**src/rtl/i2c_slave_pkg.sv**
```systemverilog
// Shared types and constants for the I2C target controller.
package i2c_slave_pkg;

    localparam int unsigned I2C_ADDR_W = 7;
    localparam int unsigned I2C_BYTE_W = 8;

    typedef enum logic [2:0] {
        IDLE,
        ADDR,
        ADDR_ACK,
        WR,
        WR_ACK,
        RD,
        RD_ACK
    } i2c_slave_state_t;

endpackage

```
**src/rtl/i2c_slave_ctrl_if.sv**
```systemverilog
// Pin and byte-stream bundle of the I2C target controller.
// slave modport: the controller; master modport: the environment driving it.
interface i2c_slave_ctrl_if;
    import i2c_slave_pkg::*;

    logic                  scl_i;
    logic                  sda_i;
    logic                  sda_oe;
    logic                  scl_oe;
    logic [I2C_BYTE_W-1:0] rx_data;
    logic                  rx_valid;
    logic                  tx_req;
    logic                  tx_valid;
    logic [I2C_BYTE_W-1:0] tx_data;
    logic                  busy;
    logic                  start_det;
    logic                  stop_det;

    modport slave (
        input  scl_i, sda_i, tx_valid, tx_data,
        output sda_oe, scl_oe, rx_data, rx_valid, tx_req, busy, start_det, stop_det
    );

    modport master (
        output scl_i, sda_i, tx_valid, tx_data,
        input  sda_oe, scl_oe, rx_data, rx_valid, tx_req, busy, start_det, stop_det
    );

endinterface

```
**src/rtl/i2c_sync_edge.sv**
```systemverilog
// Multi-flop synchronizer for an asynchronous bus pin plus rise/fall detection
// on the synchronized level.
module i2c_sync_edge #(
    parameter int unsigned SYNC_STAGES = 2
) (
    input  logic clk,
    input  logic rst,
    input  logic din,
    output logic level,
    output logic rise,
    output logic fall
);

    logic [SYNC_STAGES-1:0] sync_q;
    logic                   prev_q;

    // Synchronizer chain and previous-level flop; reset to the idle-high bus level
    // so that leaving reset never fakes an edge.
    always_ff @(posedge clk or posedge rst) begin
        if (rst) begin
            sync_q <= '1;
            prev_q <= 1'b1;
        end else begin
            sync_q <= {sync_q[SYNC_STAGES-2:0], din};
            prev_q <= sync_q[SYNC_STAGES-1];
        end
    end

    assign level = sync_q[SYNC_STAGES-1];
    assign rise  = level & ~prev_q;
    assign fall  = ~level & prev_q;

endmodule

```
**src/rtl/i2c_slave_ctrl.sv**
```systemverilog
// I2C target controller: START/STOP detection, 7-bit address match, write bytes
// delivered on rx_*, read bytes fetched through tx_req/tx_valid.
// Define I2C_SLAVE_CLK_STRETCH_EN to stretch SCL on a read underrun instead of
// sending 8'hFF.
module i2c_slave_ctrl
    import i2c_slave_pkg::*;
#(
    parameter logic [I2C_ADDR_W-1:0] SLAVE_ADDR  = 7'h50,
    parameter int unsigned           SYNC_STAGES = 2
) (
    input logic             clk,
    input logic             rst,
    i2c_slave_ctrl_if.slave bus
);

    logic scl_lvl, scl_rise, scl_fall;
    logic sda_lvl, sda_rise, sda_fall;
    logic start_cond, stop_cond;
    logic load_byte;

    i2c_slave_state_t      state_q, state_d;
    logic [3:0]            cnt_q, cnt_d;
    logic [I2C_BYTE_W-1:0] shift_q, shift_d;
    logic                  rw_q, rw_d;
    logic [6:0]            tx_shift_q, tx_shift_d;  // bits still to send after bit 7
    logic [I2C_BYTE_W-1:0] tx_buf_q, tx_buf_d;
    logic                  tx_full_q, tx_full_d;    // tx_buf holds an unsent byte
    logic                  sda_oe_q, sda_oe_d;
    logic [I2C_BYTE_W-1:0] rx_data_q, rx_data_d;
    logic                  rx_valid_q, rx_valid_d;
    logic                  tx_req_q, tx_req_d;
    logic                  busy_q, busy_d;
    logic                  start_det_q, start_det_d;
    logic                  stop_det_q, stop_det_d;
`ifdef I2C_SLAVE_CLK_STRETCH_EN
    logic                  scl_oe_q, scl_oe_d;
    logic                  stretch_q, stretch_d;
    logic [7:0]            rel_cnt_q, rel_cnt_d;
`endif

    i2c_sync_edge #(.SYNC_STAGES(SYNC_STAGES)) u_scl_sync (
        .clk   (clk),
        .rst   (rst),
        .din   (bus.scl_i),
        .level (scl_lvl),
        .rise  (scl_rise),
        .fall  (scl_fall)
    );

    i2c_sync_edge #(.SYNC_STAGES(SYNC_STAGES)) u_sda_sync (
        .clk   (clk),
        .rst   (rst),
        .din   (bus.sda_i),
        .level (sda_lvl),
        .rise  (sda_rise),
        .fall  (sda_fall)
    );

    assign start_cond = scl_lvl & sda_fall;
    assign stop_cond  = scl_lvl & sda_rise;

    // Next-state and output decode; bus conditions override everything at the end.
    always_comb begin
        state_d     = state_q;
        cnt_d       = cnt_q;
        shift_d     = shift_q;
        rw_d        = rw_q;
        tx_shift_d  = tx_shift_q;
        tx_buf_d    = tx_buf_q;
        tx_full_d   = tx_full_q;
        sda_oe_d    = sda_oe_q;
        rx_data_d   = rx_data_q;
        rx_valid_d  = 1'b0;
        tx_req_d    = tx_req_q;
        busy_d      = busy_q;
        start_det_d = 1'b0;
        stop_det_d  = 1'b0;
        load_byte   = 1'b0;
`ifdef I2C_SLAVE_CLK_STRETCH_EN
        scl_oe_d    = scl_oe_q;
        stretch_d   = stretch_q;
        rel_cnt_d   = rel_cnt_q;
`endif

        unique case (state_q)
            IDLE: begin
            end
            ADDR: begin
                if (scl_rise) begin
                    shift_d = {shift_q[6:0], sda_lvl};
                    cnt_d   = cnt_q + 4'd1;
                    if (cnt_q == 4'd7) begin
                        cnt_d = 4'd0;
                        if (shift_d[7:1] == SLAVE_ADDR) begin
                            state_d = ADDR_ACK;
                            rw_d    = sda_lvl;
                            busy_d  = 1'b1;
                            if (sda_lvl) tx_req_d = 1'b1;
                        end else begin
                            state_d = IDLE;
                        end
                    end
                end
            end
            ADDR_ACK: begin
                // First fall starts the ACK, second fall ends it.
                if (scl_fall) begin
                    if (cnt_q == 4'd0) begin
                        sda_oe_d = 1'b1;
                        cnt_d    = 4'd1;
                    end else if (rw_q) begin
                        state_d   = RD;
                        load_byte = 1'b1;
                    end else begin
                        state_d  = WR;
                        sda_oe_d = 1'b0;
                        cnt_d    = 4'd0;
                    end
                end
            end
            WR: begin
                if (scl_rise) begin
                    shift_d = {shift_q[6:0], sda_lvl};
                    cnt_d   = cnt_q + 4'd1;
                    if (cnt_q == 4'd7) begin
                        rx_data_d  = shift_d;
                        rx_valid_d = 1'b1;
                        state_d    = WR_ACK;
                        cnt_d      = 4'd0;
                    end
                end
            end
            WR_ACK: begin
                if (scl_fall) begin
                    if (cnt_q == 4'd0) begin
                        sda_oe_d = 1'b1;
                        cnt_d    = 4'd1;
                    end else begin
                        sda_oe_d = 1'b0;
                        state_d  = WR;
                        cnt_d    = 4'd0;
                    end
                end
            end
            RD: begin
                // cnt counts bits already placed on SDA.
                if (scl_fall) begin
                    if (cnt_q == 4'd0) begin
                        load_byte = 1'b1;
                    end else if (cnt_q == 4'd8) begin
                        sda_oe_d = 1'b0;
                        state_d  = RD_ACK;
                        cnt_d    = 4'd0;
                    end else begin
                        sda_oe_d   = ~tx_shift_q[6];
                        tx_shift_d = {tx_shift_q[5:0], 1'b1};
                        cnt_d      = cnt_q + 4'd1;
                    end
                end
            end
            RD_ACK: begin
                if (scl_rise) begin
                    if (!sda_lvl) begin
                        state_d = RD;
                        if (!tx_full_q) tx_req_d = 1'b1;
                    end else begin
                        state_d   = IDLE;
                        busy_d    = 1'b0;
                        tx_req_d  = 1'b0;
                        tx_full_d = 1'b0;
                    end
                end
            end
            default: state_d = IDLE;
        endcase

        // Present bit 7 of the next read byte, or handle an underrun.
        if (load_byte) begin
            cnt_d = 4'd1;
            if (tx_full_q) begin
                sda_oe_d   = ~tx_buf_q[7];
                tx_shift_d = tx_buf_q[6:0];
                tx_full_d  = 1'b0;
            end else begin
                sda_oe_d = 1'b0;
`ifdef I2C_SLAVE_CLK_STRETCH_EN
                stretch_d = 1'b1;
                scl_oe_d  = 1'b1;
`else
                tx_shift_d = 7'h7F;
`endif
            end
        end

`ifdef I2C_SLAVE_CLK_STRETCH_EN
        // Late byte arrived while SCL is held: drive bit 7, release SCL after a hold.
        if (stretch_q && tx_full_q) begin
            sda_oe_d   = ~tx_buf_q[7];
            tx_shift_d = tx_buf_q[6:0];
            tx_full_d  = 1'b0;
            stretch_d  = 1'b0;
            rel_cnt_d  = 8'(SYNC_STAGES + 1);
        end else if (rel_cnt_q != 8'd0) begin
            rel_cnt_d = rel_cnt_q - 8'd1;
            if (rel_cnt_q == 8'd1) scl_oe_d = 1'b0;
        end
`endif

        // Accept a read byte; tx_req drops the following cycle.
        if (tx_req_q && bus.tx_valid) begin
            tx_buf_d  = bus.tx_data;
            tx_full_d = 1'b1;
            tx_req_d  = 1'b0;
        end

        if (start_cond || stop_cond) begin
            state_d     = start_cond ? ADDR : IDLE;
            start_det_d = start_cond;
            stop_det_d  = stop_cond;
            cnt_d       = 4'd0;
            sda_oe_d    = 1'b0;
            busy_d      = 1'b0;
            tx_req_d    = 1'b0;
            tx_full_d   = 1'b0;
            rx_valid_d  = 1'b0;
`ifdef I2C_SLAVE_CLK_STRETCH_EN
            scl_oe_d    = 1'b0;
            stretch_d   = 1'b0;
            rel_cnt_d   = 8'd0;
`endif
        end
    end

    // State and output registers; reset releases both lines immediately.
    always_ff @(posedge clk or posedge rst) begin
        if (rst) begin
            state_q     <= IDLE;
            cnt_q       <= 4'd0;
            shift_q     <= '0;
            rw_q        <= 1'b0;
            tx_shift_q  <= '1;
            tx_buf_q    <= '0;
            tx_full_q   <= 1'b0;
            sda_oe_q    <= 1'b0;
            rx_data_q   <= '0;
            rx_valid_q  <= 1'b0;
            tx_req_q    <= 1'b0;
            busy_q      <= 1'b0;
            start_det_q <= 1'b0;
            stop_det_q  <= 1'b0;
        end else begin
            state_q     <= state_d;
            cnt_q       <= cnt_d;
            shift_q     <= shift_d;
            rw_q        <= rw_d;
            tx_shift_q  <= tx_shift_d;
            tx_buf_q    <= tx_buf_d;
            tx_full_q   <= tx_full_d;
            sda_oe_q    <= sda_oe_d;
            rx_data_q   <= rx_data_d;
            rx_valid_q  <= rx_valid_d;
            tx_req_q    <= tx_req_d;
            busy_q      <= busy_d;
            start_det_q <= start_det_d;
            stop_det_q  <= stop_det_d;
        end
    end

`ifdef I2C_SLAVE_CLK_STRETCH_EN
    // Clock-stretch control registers.
    always_ff @(posedge clk or posedge rst) begin
        if (rst) begin
            scl_oe_q  <= 1'b0;
            stretch_q <= 1'b0;
            rel_cnt_q <= 8'd0;
        end else begin
            scl_oe_q  <= scl_oe_d;
            stretch_q <= stretch_d;
            rel_cnt_q <= rel_cnt_d;
        end
    end
    assign bus.scl_oe = scl_oe_q;
`else
    assign bus.scl_oe = 1'b0;
`endif

    assign bus.sda_oe    = sda_oe_q;
    assign bus.rx_data   = rx_data_q;
    assign bus.rx_valid  = rx_valid_q;
    assign bus.tx_req    = tx_req_q;
    assign bus.busy      = busy_q;
    assign bus.start_det = start_det_q;
    assign bus.stop_det  = stop_det_q;

endmodule

```
**src/flat_wrapper.sv**
```systemverilog
// flat-port wrapper written by rule: the top's interface ports become plain ports
module i2c_slave_ctrl_flat import i2c_slave_pkg::*;
#(
    parameter logic [I2C_ADDR_W-1:0] SLAVE_ADDR  = 7'h50,
    parameter int unsigned           SYNC_STAGES = 2
)
  (clk, rst, bus_scl_i, bus_sda_i, bus_tx_valid, bus_tx_data, bus_sda_oe, bus_scl_oe, bus_rx_data, bus_rx_valid, bus_tx_req, bus_busy, bus_start_det, bus_stop_det);
  i2c_slave_ctrl_if bus_i ();
  input logic clk;
  input logic rst;
  input wire logic [$bits(bus_i.scl_i)-1:0] bus_scl_i;
  input wire logic [$bits(bus_i.sda_i)-1:0] bus_sda_i;
  input wire logic [$bits(bus_i.tx_valid)-1:0] bus_tx_valid;
  input wire logic [$bits(bus_i.tx_data)-1:0] bus_tx_data;
  output wire logic [$bits(bus_i.sda_oe)-1:0] bus_sda_oe;
  output wire logic [$bits(bus_i.scl_oe)-1:0] bus_scl_oe;
  output wire logic [$bits(bus_i.rx_data)-1:0] bus_rx_data;
  output wire logic [$bits(bus_i.rx_valid)-1:0] bus_rx_valid;
  output wire logic [$bits(bus_i.tx_req)-1:0] bus_tx_req;
  output wire logic [$bits(bus_i.busy)-1:0] bus_busy;
  output wire logic [$bits(bus_i.start_det)-1:0] bus_start_det;
  output wire logic [$bits(bus_i.stop_det)-1:0] bus_stop_det;
  assign bus_i.scl_i = bus_scl_i;
  assign bus_i.sda_i = bus_sda_i;
  assign bus_i.tx_valid = bus_tx_valid;
  assign bus_i.tx_data = bus_tx_data;
  assign bus_sda_oe = bus_i.sda_oe;
  assign bus_scl_oe = bus_i.scl_oe;
  assign bus_rx_data = bus_i.rx_data;
  assign bus_rx_valid = bus_i.rx_valid;
  assign bus_tx_req = bus_i.tx_req;
  assign bus_busy = bus_i.busy;
  assign bus_start_det = bus_i.start_det;
  assign bus_stop_det = bus_i.stop_det;
  i2c_slave_ctrl #(.SLAVE_ADDR(SLAVE_ADDR), .SYNC_STAGES(SYNC_STAGES)) u_core (.clk(clk), .rst(rst), .bus(bus_i));
endmodule
```
**config.mk**
```make
export PLATFORM = sky130hd
export DESIGN_NAME = i2c_slave_ctrl_flat
export DESIGN_NICKNAME = d
export VERILOG_FILES = /design/src/rtl/i2c_slave_pkg.sv /design/src/rtl/i2c_slave_ctrl_if.sv /design/src/rtl/i2c_sync_edge.sv /design/src/rtl/i2c_slave_ctrl.sv /design/src/flat_wrapper.sv
export SDC_FILE = /design/constraint.sdc
export NUM_CORES = 1
export LEC_CHECK = 0
export CAP_MARGIN = 5
export CORE_MARGIN = 1.5
export CORE_UTILIZATION = 51
export CTS_BUF_LIST = sky130_fd_sc_hd__clkbuf_16
export DETAILED_ROUTE_END_ITERATION = 10
export PLACE_DENSITY = 0.75
export SLEW_MARGIN = 20
export SYNTH_ARGS = -nofsm -noshare
export SYNTH_HDL_FRONTEND = slang
export SYNTH_HIERARCHICAL = 1
export SYNTH_SLANG_ARGS = --single-unit
```
**constraint.sdc**
```tcl
create_clock -name clk -period 2.1 [get_ports clk]
set_clock_uncertainty 0.1 [all_clocks]
set_input_delay 0.525 -clock clk [delete_from_list [all_inputs] [get_ports clk]]
set_output_delay 0.525 -clock clk [all_outputs]
set_load 0.01 [all_outputs]
```
### Word level (Yosys, flattened, before mapping)

Index checks and enable logic that the tools add are counted.

| storage, ports and cells | value |
|---|---|
| bits in registers | 51 |
| latch bits | 0 |
| RAM bits | 0 |
| ROM bits | 0 |
| output and inout bits | 15 |
| memories kept | 0 |
| input port bits | 13 |

| operators by class | value |
|---|---|
| div/mod/pow operators | 0 |
| eq/ne operators | 38 |
| add/sub/neg operators | 1 |
| shift-type cells | 0 |
| bitwise gates (word level) | 12 |
| reductions and logical operators | 20 |
| multipliers | 0 |
| muxes and demuxes | 84 |
| $lt $le $gt $ge | 0 |

Operators by type and width:

| cell | count |
|---|---|
| 1-bit 2-to-1 mux | 45 |
| 3-bit 2-to-1 mux | 15 |
| 4-bit 2-to-1 mux | 11 |
| 7-bit 2-to-1 mux | 6 |
| 4-bit by 1-bit inequality test with 1-bit output (second input constant) | 8 |
| 3-bit by 1-bit inequality test with 1-bit output (second input constant) | 10 |
| 3-bit case mux with 7 select lines | 1 |
| 4-bit case mux with 4 select lines | 1 |
| 7-bit AND reduction | 2 |
| 13-bit AND reduction | 1 |
| 6-bit AND reduction | 2 |
| 3-bit equality test (second input constant) | 3 |
| 3-bit inequality test (second input constant) | 3 |
| 4-bit AND reduction | 2 |
| 7-bit equality test (second input constant) | 1 |
| 1-bit AND | 6 |
| 3-bit by 2-bit equality test with 1-bit output (second input constant) | 2 |
| 2-bit by 1-bit inequality test with 1-bit output (second input constant) | 3 |
| 1-bit NOT | 6 |
| 1-bit case mux with 2 select lines | 3 |
| 6-bit nonzero test | 1 |
| 5-bit by 4-bit inequality test with 1-bit output (second input constant) | 1 |
| 5-bit inequality test (second input constant) | 1 |
| 5-bit nonzero test | 1 |
| other kinds (19) | 20 |

### Depth between registers and ports, before layout

Gate-level depths: netlist (run 1).

| logic depth | value |
|---|---|
| depth in word-level cells | 8 |
| depth in mapped cells | 8 |
| depth with buffers taken out | 7 |

### Modules after synthesis

Netlist (run 1), hierarchy kept.

Modules (own cells, without submodules):

| module | instances | cells each | sequential area each (µm²) | area an instance (µm²) |
|---|---|---|---|---|
| i2c_slave_ctrl | 1 | 225 | 1134.8 | 2394.8 |
| i2c_sync_edge | 2 | 6 | 78.8 | 97.6 |

### Least setup slack after synthesis (run 1)

Ideal clock, no wire load.

| timing | value |
|---|---|
| path type | reg-to-reg |
| start | register u_core.u_sda_sync.sync_q[1] |
| end | register u_core.cnt_q[2] |
| arrival time | 1856 ps |
| stages on the path, launching flop included | 8 |
| path slack | 19 ps |
| setup time | 125 ps |
| path through | dfstp_2 > and2b_2 > o21a_1 > clkbuf_1 > a2111oi_4 > nor3_1 > nand4b_1 > nand3_1 |

| on the way | value |
|---|---|
| word-level cells in the longest chain between the ends | 6 |

Ends and longest elaborated chain:

| item | RTL line | RTL |
|---|---|---|
| start: declaration | i2c_sync_edge.sv:14 | `logic [SYNC_STAGES-1:0] sync_q;` |
| start signal: assignment | i2c_sync_edge.sv:24 | `sync_q <= {sync_q[SYNC_STAGES-2:0], din};` |
| 1-bit NOT (*) | i2c_sync_edge.sv:31 | `assign fall = ~level & prev_q;` |
| 1-bit AND (*) | i2c_sync_edge.sv:31 |  |
| named net u_core.sda_fall | i2c_slave_ctrl.sv:17 | `logic sda_lvl, sda_rise, sda_fall;` |
| 1-bit AND (*) | i2c_slave_ctrl.sv:59 | `assign start_cond = scl_lvl & sda_fall;` |
| 1-bit logical OR (*) | i2c_slave_ctrl.sv:216 | `if (start_cond \|\| stop_cond) begin` |
| 5-bit by 4-bit inequality test with 1-bit output (no source line), or another cell as far along | n/a |  |
| 7-bit AND reduction (no source line) | n/a |  |
| end signal: assignment | i2c_slave_ctrl.sv:253 | `cnt_q <= cnt_d;` |
| end: declaration | i2c_slave_ctrl.sv:22 | `logic [3:0] cnt_q, cnt_d;` |

Mark *: on every way through the listed nets, which the timed path passes. The rest lies on a longest branch.
A chain may end at the register's enable or synchronous reset.

### Worst setup path in the final report (run 1)

| timing | value |
|---|---|
| start | register u_core.cnt_q[1] |
| end | register u_core.tx_shift_q[4] |

| on the way | value |
|---|---|
| word-level cells in the longest chain between the ends | 6 |

Ends and longest elaborated chain:

| item | RTL line | RTL |
|---|---|---|
| 4-bit zero test | i2c_slave_ctrl.sv:108, i2c_slave_ctrl.sv:148 |  |
| 1-bit 2-to-1 mux, on equally long branches | i2c_slave_ctrl.sv:148, i2c_slave_ctrl.sv:108 |  |
| 1-bit 2-to-1 mux, on equally long branches | i2c_slave_ctrl.sv:147, i2c_slave_ctrl.sv:107 |  |
| 1-bit case mux with 2 select lines | i2c_slave_ctrl.sv:85 | `unique case (state_q)` |
| 2-bit by 1-bit inequality test with 1-bit output (no source line) / 2-bit nonzero test (equally long branches) | n/a |  |
| 4-bit AND reduction (no source line) | n/a |  |
| end signal: assignment | i2c_slave_ctrl.sv:256 | `tx_shift_q <= tx_shift_d;` |
| end: declaration | i2c_slave_ctrl.sv:25 | `logic [6:0] tx_shift_q, tx_shift_d;` |

Several ways; a longest one is shown, not always the timed one.

==> out/summary.txt, run 1 <==
# H-tree levels - 2
Final period util - 96.6%
Clock transition at path regs - 70 ps
Vias per std cell - 5.54
Vias in the first global route - 1,801
Largest net degree at the start of global routing - 46
First-pass DRT Iterations - 4
GRT Residual Overflow - 0
CTS tree - yes
Maxcap violations - 0
Die area - 5510 um^2
Outcome - finished clean
Global-route wire length before repair - 8.69 mm
Crit path capture type - register
Peak supply drop - 506 uV
Critical path's largest stage delay - 410 ps
GP Congestion - 0.864
Synth top area share - 36.7%
Ys Warns - 6
DRC violations left - 0
Initial antenna violation count - 0
Worst-Skew Late Latency - 280 ps
CTS max path bufs - 2
Worst Hold Class - register to register
Post-DP HPWL - 3.40 mm
Slew Viols, Final - 0
Clk root buf - clkbuf_16
Total Routed Length - 5.11 mm
Initial core utilization - 53.8%
IO Pins - 28
CP cell instances - inv_2 > ha_4 > or3b_4 > mux2_4 > nand2_8 > buf_4 > nor3b_2 > a21oi_1
Port Buf Inserts - 26
Crit path max fanout - 12
Hold-fix buffers, CTS - 0
Post-place instance area - 2990 um^2
Final net count - 290
Die Wd - 74.3 um
Post-synthesis cell count - 237
Inst Count DP - 331
Vias after detailed routing - 1,899
Layout cells sized above 1 - 29.3%
Seq/Total Area, Yosys - 49.9%
Main synth FF type - dfrtp_1
Mapped Area - 2590 um^2
WL/cell - 14.9 um
Critical path launch point type - register
Total CTS buffers - 5
Post-synth ARST share - 100%
Most frequent cells in the layout - dfrtp_1 (37), clkdlybuf4s50_1 (26), mux2_2 (23)
Net Count, Synth - 252
Total Power Consumption - 2420 uW
Leak - 0.00141 uW
Layout area overhead - 23.5%
Post-DRT Antenna Nets - 0
Fin cells - 343
Yosys top cell by area - dfrtp_1
Slowest-stage cell, CP - dfrtp_1
Commonest non-fill, non-tap cell in the layout - dfrtp_1
Fin area - 3200 um^2
Die Span Y - 74.3 um
Crit path buffers/inverters - 2
Global-route usage over all layers - 20.7%
Drt initial violations - 177
Number of flops mapped to enable cells by yosys - 0
WP data required - 2210 ps
Flops & latches, synth - 51
Crit path max-delay family - simple AND/OR/NAND/NOR gates
Setup CP Type - register to register
Tmin final - 2030 ps
Antenna cells - 0
Core Area - 4820 um^2
Worst Path Arrival - 2140 ps
Final setup vio count - 0
Synth cell types - 54
Pwr Density - 758 nW/um^2
Achievable frequency - 0.493 GHz
Row count - 25
Sink Count - 51
Synth area leaders - dfrtp_1 (37%), dfstp_2 (13%), mux2_2 (10%)
# fillers - 381
Final hold violation count - 0
Syn avg cell area - 10.9 um^2
## synth_stat cells, types with 2 or more instances
master / count
inv_1: 9
a31oi_1: 2
nand4_1: 3
nor2_1: 10
buf_6: 2
nand4b_1: 3
nand2_1: 17
dfrtp_1: 38
and2_1: 4
nor4bb_1: 2
mux2_2: 23
ha_1: 2
nand3b_1: 3
mux2i_1: 5
and2b_2: 2
a21o_1: 2
and3_1: 2
mux2_4: 2
buf_1: 2
nand2b_1: 2
buf_2: 2
o21a_1: 2
o21ai_0: 6
dfstp_2: 13
o221ai_1: 2
o21ai_1: 3
clkbuf_1: 8
and3b_1: 3
nand3_1: 9
nor3_1: 4
a21oi_1: 15
a311oi_1: 2
nor3b_1: 7
nor2b_1: 6
## sequential cells by signal (all words and copies together), names as in the netlist, 2 cells and up
signal                    count
u_core/cnt_q                  4
u_core/bus.rx_data            8
u_core/shift_q                7
u_core/state_q                3
u_core/tx_shift_q             7
u_core/u_scl_sync/sync_q      2
u_core/tx_buf_q               8
u_core/u_sda_sync/sync_q      2
## path summary, 6_finish.rpt
path	from	end	slack, ps	depth (start not counted)
setup / recovery	u_core/cnt_q[1]$_DFFE_PP0P_	u_core/tx_shift_q[4]$_DFFE_PP1P_	70	8
hold / removal	u_core/u_sda_sync/sync_q[0]$_DFF_PP1_	u_core/u_sda_sync/sync_q[1]$_DFF_PP1_	260	0
setup reg to reg	u_core/cnt_q[1]$_DFFE_PP0P_	u_core/tx_shift_q[4]$_DFFE_PP1P_	70	8
hold reg to reg	u_core/u_sda_sync/sync_q[0]$_DFF_PP1_	u_core/u_sda_sync/sync_q[1]$_DFF_PP1_	260	0
max in group asynchronous	rst	u_core/tx_shift_q[6]$_DFFE_PP1P_	1090	3
min in group asynchronous	rst	u_core/bus.stop_det$_DFF_PP0_	520	3
## kinds of logic (layout without fill, tap and decap cells)
kind of cell,count (synthesis),after routing,synth area share [%]
AND/OR/NAND/NOR,84,84,19.8
flip-flops,51,51,49.9
AO/OA/AOI/OAI,45,45,11.8
multiplexers,30,30,13.1
buffers and inverters,24,63,4.30
adder cells (fa/ha/maj),2,2,0.966
other,1,1,0.145
## power breakdown
group / leakage (uW) / total (uW) / internal [uW] / switching [uW]
registers: 0.000651 / 1190 / 1080 / 109
clock network: 0.0000724 / 762 / 433 / 329
logic: 0.000689 / 475 / 258 / 217
## through the flow
step	utilization (%)	hold slack [ps]	TNS [ps]	setup WS [ps]
2_1_floorplan	-	245	0	19.0
3_3_place_gp	62.1	246	0	38.6
3_5_place_dp	62.1	252	-66.2	-37.8
4_1_cts	65.5	257	0	7.26
5_1_grt	66.4	264	-28.1	-17.3
6_report	66.4	256	0	70.4
## cell type report
class | instances | area (um^2) | area share (%)
sequential | 51 | 1290 | 40.5
multi-input combinational | 162 | 1220 | 38.3
timing repair buffer | 46 | 423 | 13.2
clock buffer | 5 | 125 | 3.91
tap | 67 | 83.8 | 2.62
inverter | 9 | 33.8 | 1.06
clock inverter | 3 | 15.0 | 0.469
## per-layer routing
metal / track usage [%] / wire length, um
met5: 0 / 0
met1: 29.4 / 2330
met2: 30.4 / 2480
met4: 8.89 / 55
met3: 5.15 / 243
## what timing repair did
| action | in CTS | in global routing |
|---|---|---|
| cloned | 0 | 0 |
| pin swaps | 0 | 2 |
| setup endpoints to repair | 5 | 16 |
| resized for setup | 3 | 7 |
| setup buffers | 1 | 3 |
Power figures use the tool's default switching activity.
==> inputs of run 2 (changes only) <==
Settings changed: SLEW_MARGIN 20 to not set.
==> results of run 2 <==
The final DEF is identical to that of run 1; final timing and power are the same.
==> inputs of run 3 (changes only) <==
Settings changed: PLACE_DENSITY 0.75 to 0.8.
==> out/summary.txt, run 3 (synthesis results as in run 1) <==
Slowest-stage cell, CP - or3b_4 (was dfrtp_1)
Antenna cells - 0 (unchanged)
Worst Path Arrival - 2130 ps (was 2140 ps)
Hold Crit Start - u_core/u_scl_sync/sync_q[0]$_DFF_PP1_ (was u_core/u_sda_sync/sync_q[0]$_DFF_PP1_)
Crit path buffers/inverters - 1 (was 2)
Vias in the first global route - 1,927 (was 1,801)
Final worst setup slack - 32.0 ps (was 70.4 ps)
Final period util - 98.5% (was 96.6%)
R2R Path Start - u_core/cnt_q[0]$_DFFE_PP0P_ (was u_core/cnt_q[1]$_DFFE_PP0P_)
Most frequent cells in the layout - dfrtp_1 (38), clkdlybuf4s50_1 (26), mux2_2 (23) (was dfrtp_1 (37), clkdlybuf4s50_1 (26), mux2_2 (23))
Max-slew headroom - 64.1%
Global-route usage over all layers - 21.7% (was 20.7%)
Clk root buf - clkbuf_16 (unchanged)
Total Routed Length - 5.68 mm (was 5.11 mm)
CP cell instances - inv_1 > ha_4 > or3b_4 > and3_1 > mux2i_1 > nor4_1 > or3_1 (was inv_2 > ha_4 > or3b_4 > mux2_4 > nand2_8 > buf_4 > nor3b_2 > a21oi_1)
Total CTS buffers - 5 (unchanged)
Layout area overhead - 25.1% (was 23.5%)
Row count - 25 (unchanged)
Post-DP HPWL - 3.72 mm (was 3.40 mm)
Die Span Y - 74.3 um (unchanged)
Outcome - finished clean (unchanged)
Worst Hold Class - register to register (unchanged)
Post-DRT Antenna Nets - 0 (unchanged)
Achievable frequency - 0.484 GHz (was 0.493 GHz)
Setup_tns - 0 ps (unchanged)
WP data required - 2160 ps (was 2210 ps)
Commonest non-fill, non-tap cell in the layout - dfrtp_1 (unchanged)
Clock transition at path regs - 60 ps (was 70 ps)
Hold Crit Endpoint - u_core/u_scl_sync/sync_q[1]$_DFF_PP1_ (was u_core/u_sda_sync/sync_q[1]$_DFF_PP1_)
Drt initial violations - 149 (was 177)
Final hold violation count - 0 (unchanged)
Final net count - 294 (was 290)
Peak supply drop - 560 uV (was 506 uV)
Die area - 5510 um^2 (unchanged)
GRT Residual Overflow - 0 (unchanged)
Critical path launch point type - register (unchanged)
Maxcap violations - 0 (unchanged)
Die Wd - 74.3 um (unchanged)
R2r endpoint - u_core/state_q[0]$_DFFE_PP0P_ (was u_core/tx_shift_q[4]$_DFFE_PP1P_)
R2R Setup Slk - 30 ps (was 70 ps)
DRC violations left - 0 (unchanged)
Pin slew with the least headroom to its limit - 532 ps
GP Congestion - 0.933 (was 0.864)
Reg2reg path depth - 7 (was 8)
Crit path max fanout - 4 (was 12)
CTS tree - yes (unchanged)
# H-tree levels - 2 (unchanged)
CTS max path bufs - 2 (unchanged)
Crit path capture type - register (unchanged)
First-pass DRT Iterations - 4 (unchanged)
Initial core utilization - 53.8% (unchanged)
Port Buf Inserts - 26 (unchanged)
Worst-Skew Late Latency - 280 ps (about the same)
Vias per std cell - 5.86 (was 5.54)
Largest net degree at the start of global routing - 38 (was 46)
Slew Viols, Final - 0 (unchanged)
IO Pins - 28 (unchanged)
Layout cells sized above 1 - 29.3% (about the same)
Worst slack at placement - -22.3 ps (was -37.8 ps)
Vias after detailed routing - 2,033 (was 1,899)
Min-Delay Path Depth - 0 (unchanged)
Global-route wire length before repair - 9.05 mm (was 8.69 mm)
Sink Count - 51 (unchanged)
Setup CP Type - register to register (unchanged)
Critical path's largest stage delay - 410 ps (about the same)
Final setup vio count - 0 (unchanged)
Crit path max-delay family - simple AND/OR/NAND/NOR gates (unchanged)
Leak - 0.00145 uW (was 0.00141 uW)
WL/cell - 16.4 um (was 14.9 um)
Pwr Density - 751 nW/um^2 (was 758 nW/um^2)
Core Area - 4820 um^2 (unchanged)
Tmin final - 2070 ps (was 2030 ps)
Initial antenna violation count - 0 (unchanged)
Hold-fix buffers, CTS - 0 (unchanged)
## run 3: layout make-up
cell class	instances	area (um^2)
fill	372	1580
clock inverter	3	12.5
clock buffer	5	125
timing repair buffer	49	458
multi-input combinational	163	1230
inverter	9	33.8
sequential	51	1290
tap	67	83.8
## run 3: metal layers
metal	global-route usage (%)	share of wire [%]	wire length, um
met1	29.2	44	2500
met2	34.8	51	2880
met3	3.93	3.4	195
met4	9.29	1.8	100
met5	0	0	0
## run 3: what timing repair did
action                                  CTS  global route
cloned                                    0             1
pin swaps                                 0             3
buffers inserted                          0             5
gates resized for setup                   2             5
endpoints found under the setup margin    2            14
## run 3: through the flow
step | utilization (%) | hold WS [ps] | cells | instance area [um^2] | power [uW]
finish | 67.3 | 258 | 347 | 3240 | 2430
CTS | 65.5 | 260 | 341 | 3150 | 2380
detailed placement | 62.4 | 250 | 333 | 3000 | 1620
floorplan | - | 245 | 237 | 2590 | 1490
global route | 67.3 | 263 | 347 | 3240 | 2540
global placement | 62.4 | 246 | 333 | 3000 | 1600
## run 3: how the worst max path moves through the flow
stage	slack, ps	startpoint	endpoint	cells past startpoint
global placement	80	u_core/cnt_q[1]$_DFFE_PP0P_	u_core/tx_shift_q[5]$_DFFE_PP1P_	8
CTS	9	u_core/cnt_q[0]$_DFFE_PP0P_	u_core/tx_shift_q[5]$_DFFE_PP1P_	8
finish	30	u_core/cnt_q[0]$_DFFE_PP0P_	u_core/state_q[0]$_DFFE_PP0P_	7
global route	-60	u_core/cnt_q[1]$_DFFE_PP0P_	u_core/state_q[0]$_DFFE_PP0P_	7
detailed placement	-20	u_core/cnt_q[0]$_DFFE_PP0P_	u_core/tx_shift_q[5]$_DFFE_PP1P_	8
floorplan	20	u_core/u_sda_sync/sync_q[1]$_DFF_PP1_	u_core/cnt_q[2]$_DFFE_PP0P_	7
## run 3: worst register-to-register path, delay by kind of cell, from the launching register on
family | cells | cell delay (ps)
AND/OR/NAND/NOR | 4 | 1040
flip-flops | 1 | 390
adder cells (fa/ha/maj) | 1 | 160
multiplexers | 1 | 140
buffers and inverters | 1 | 120
## run 3: power by group
group          total [uW]  switching, uW  internal [uW]
combinational         494            233            261
sequential           1180            106           1080
clock                 758            327            431
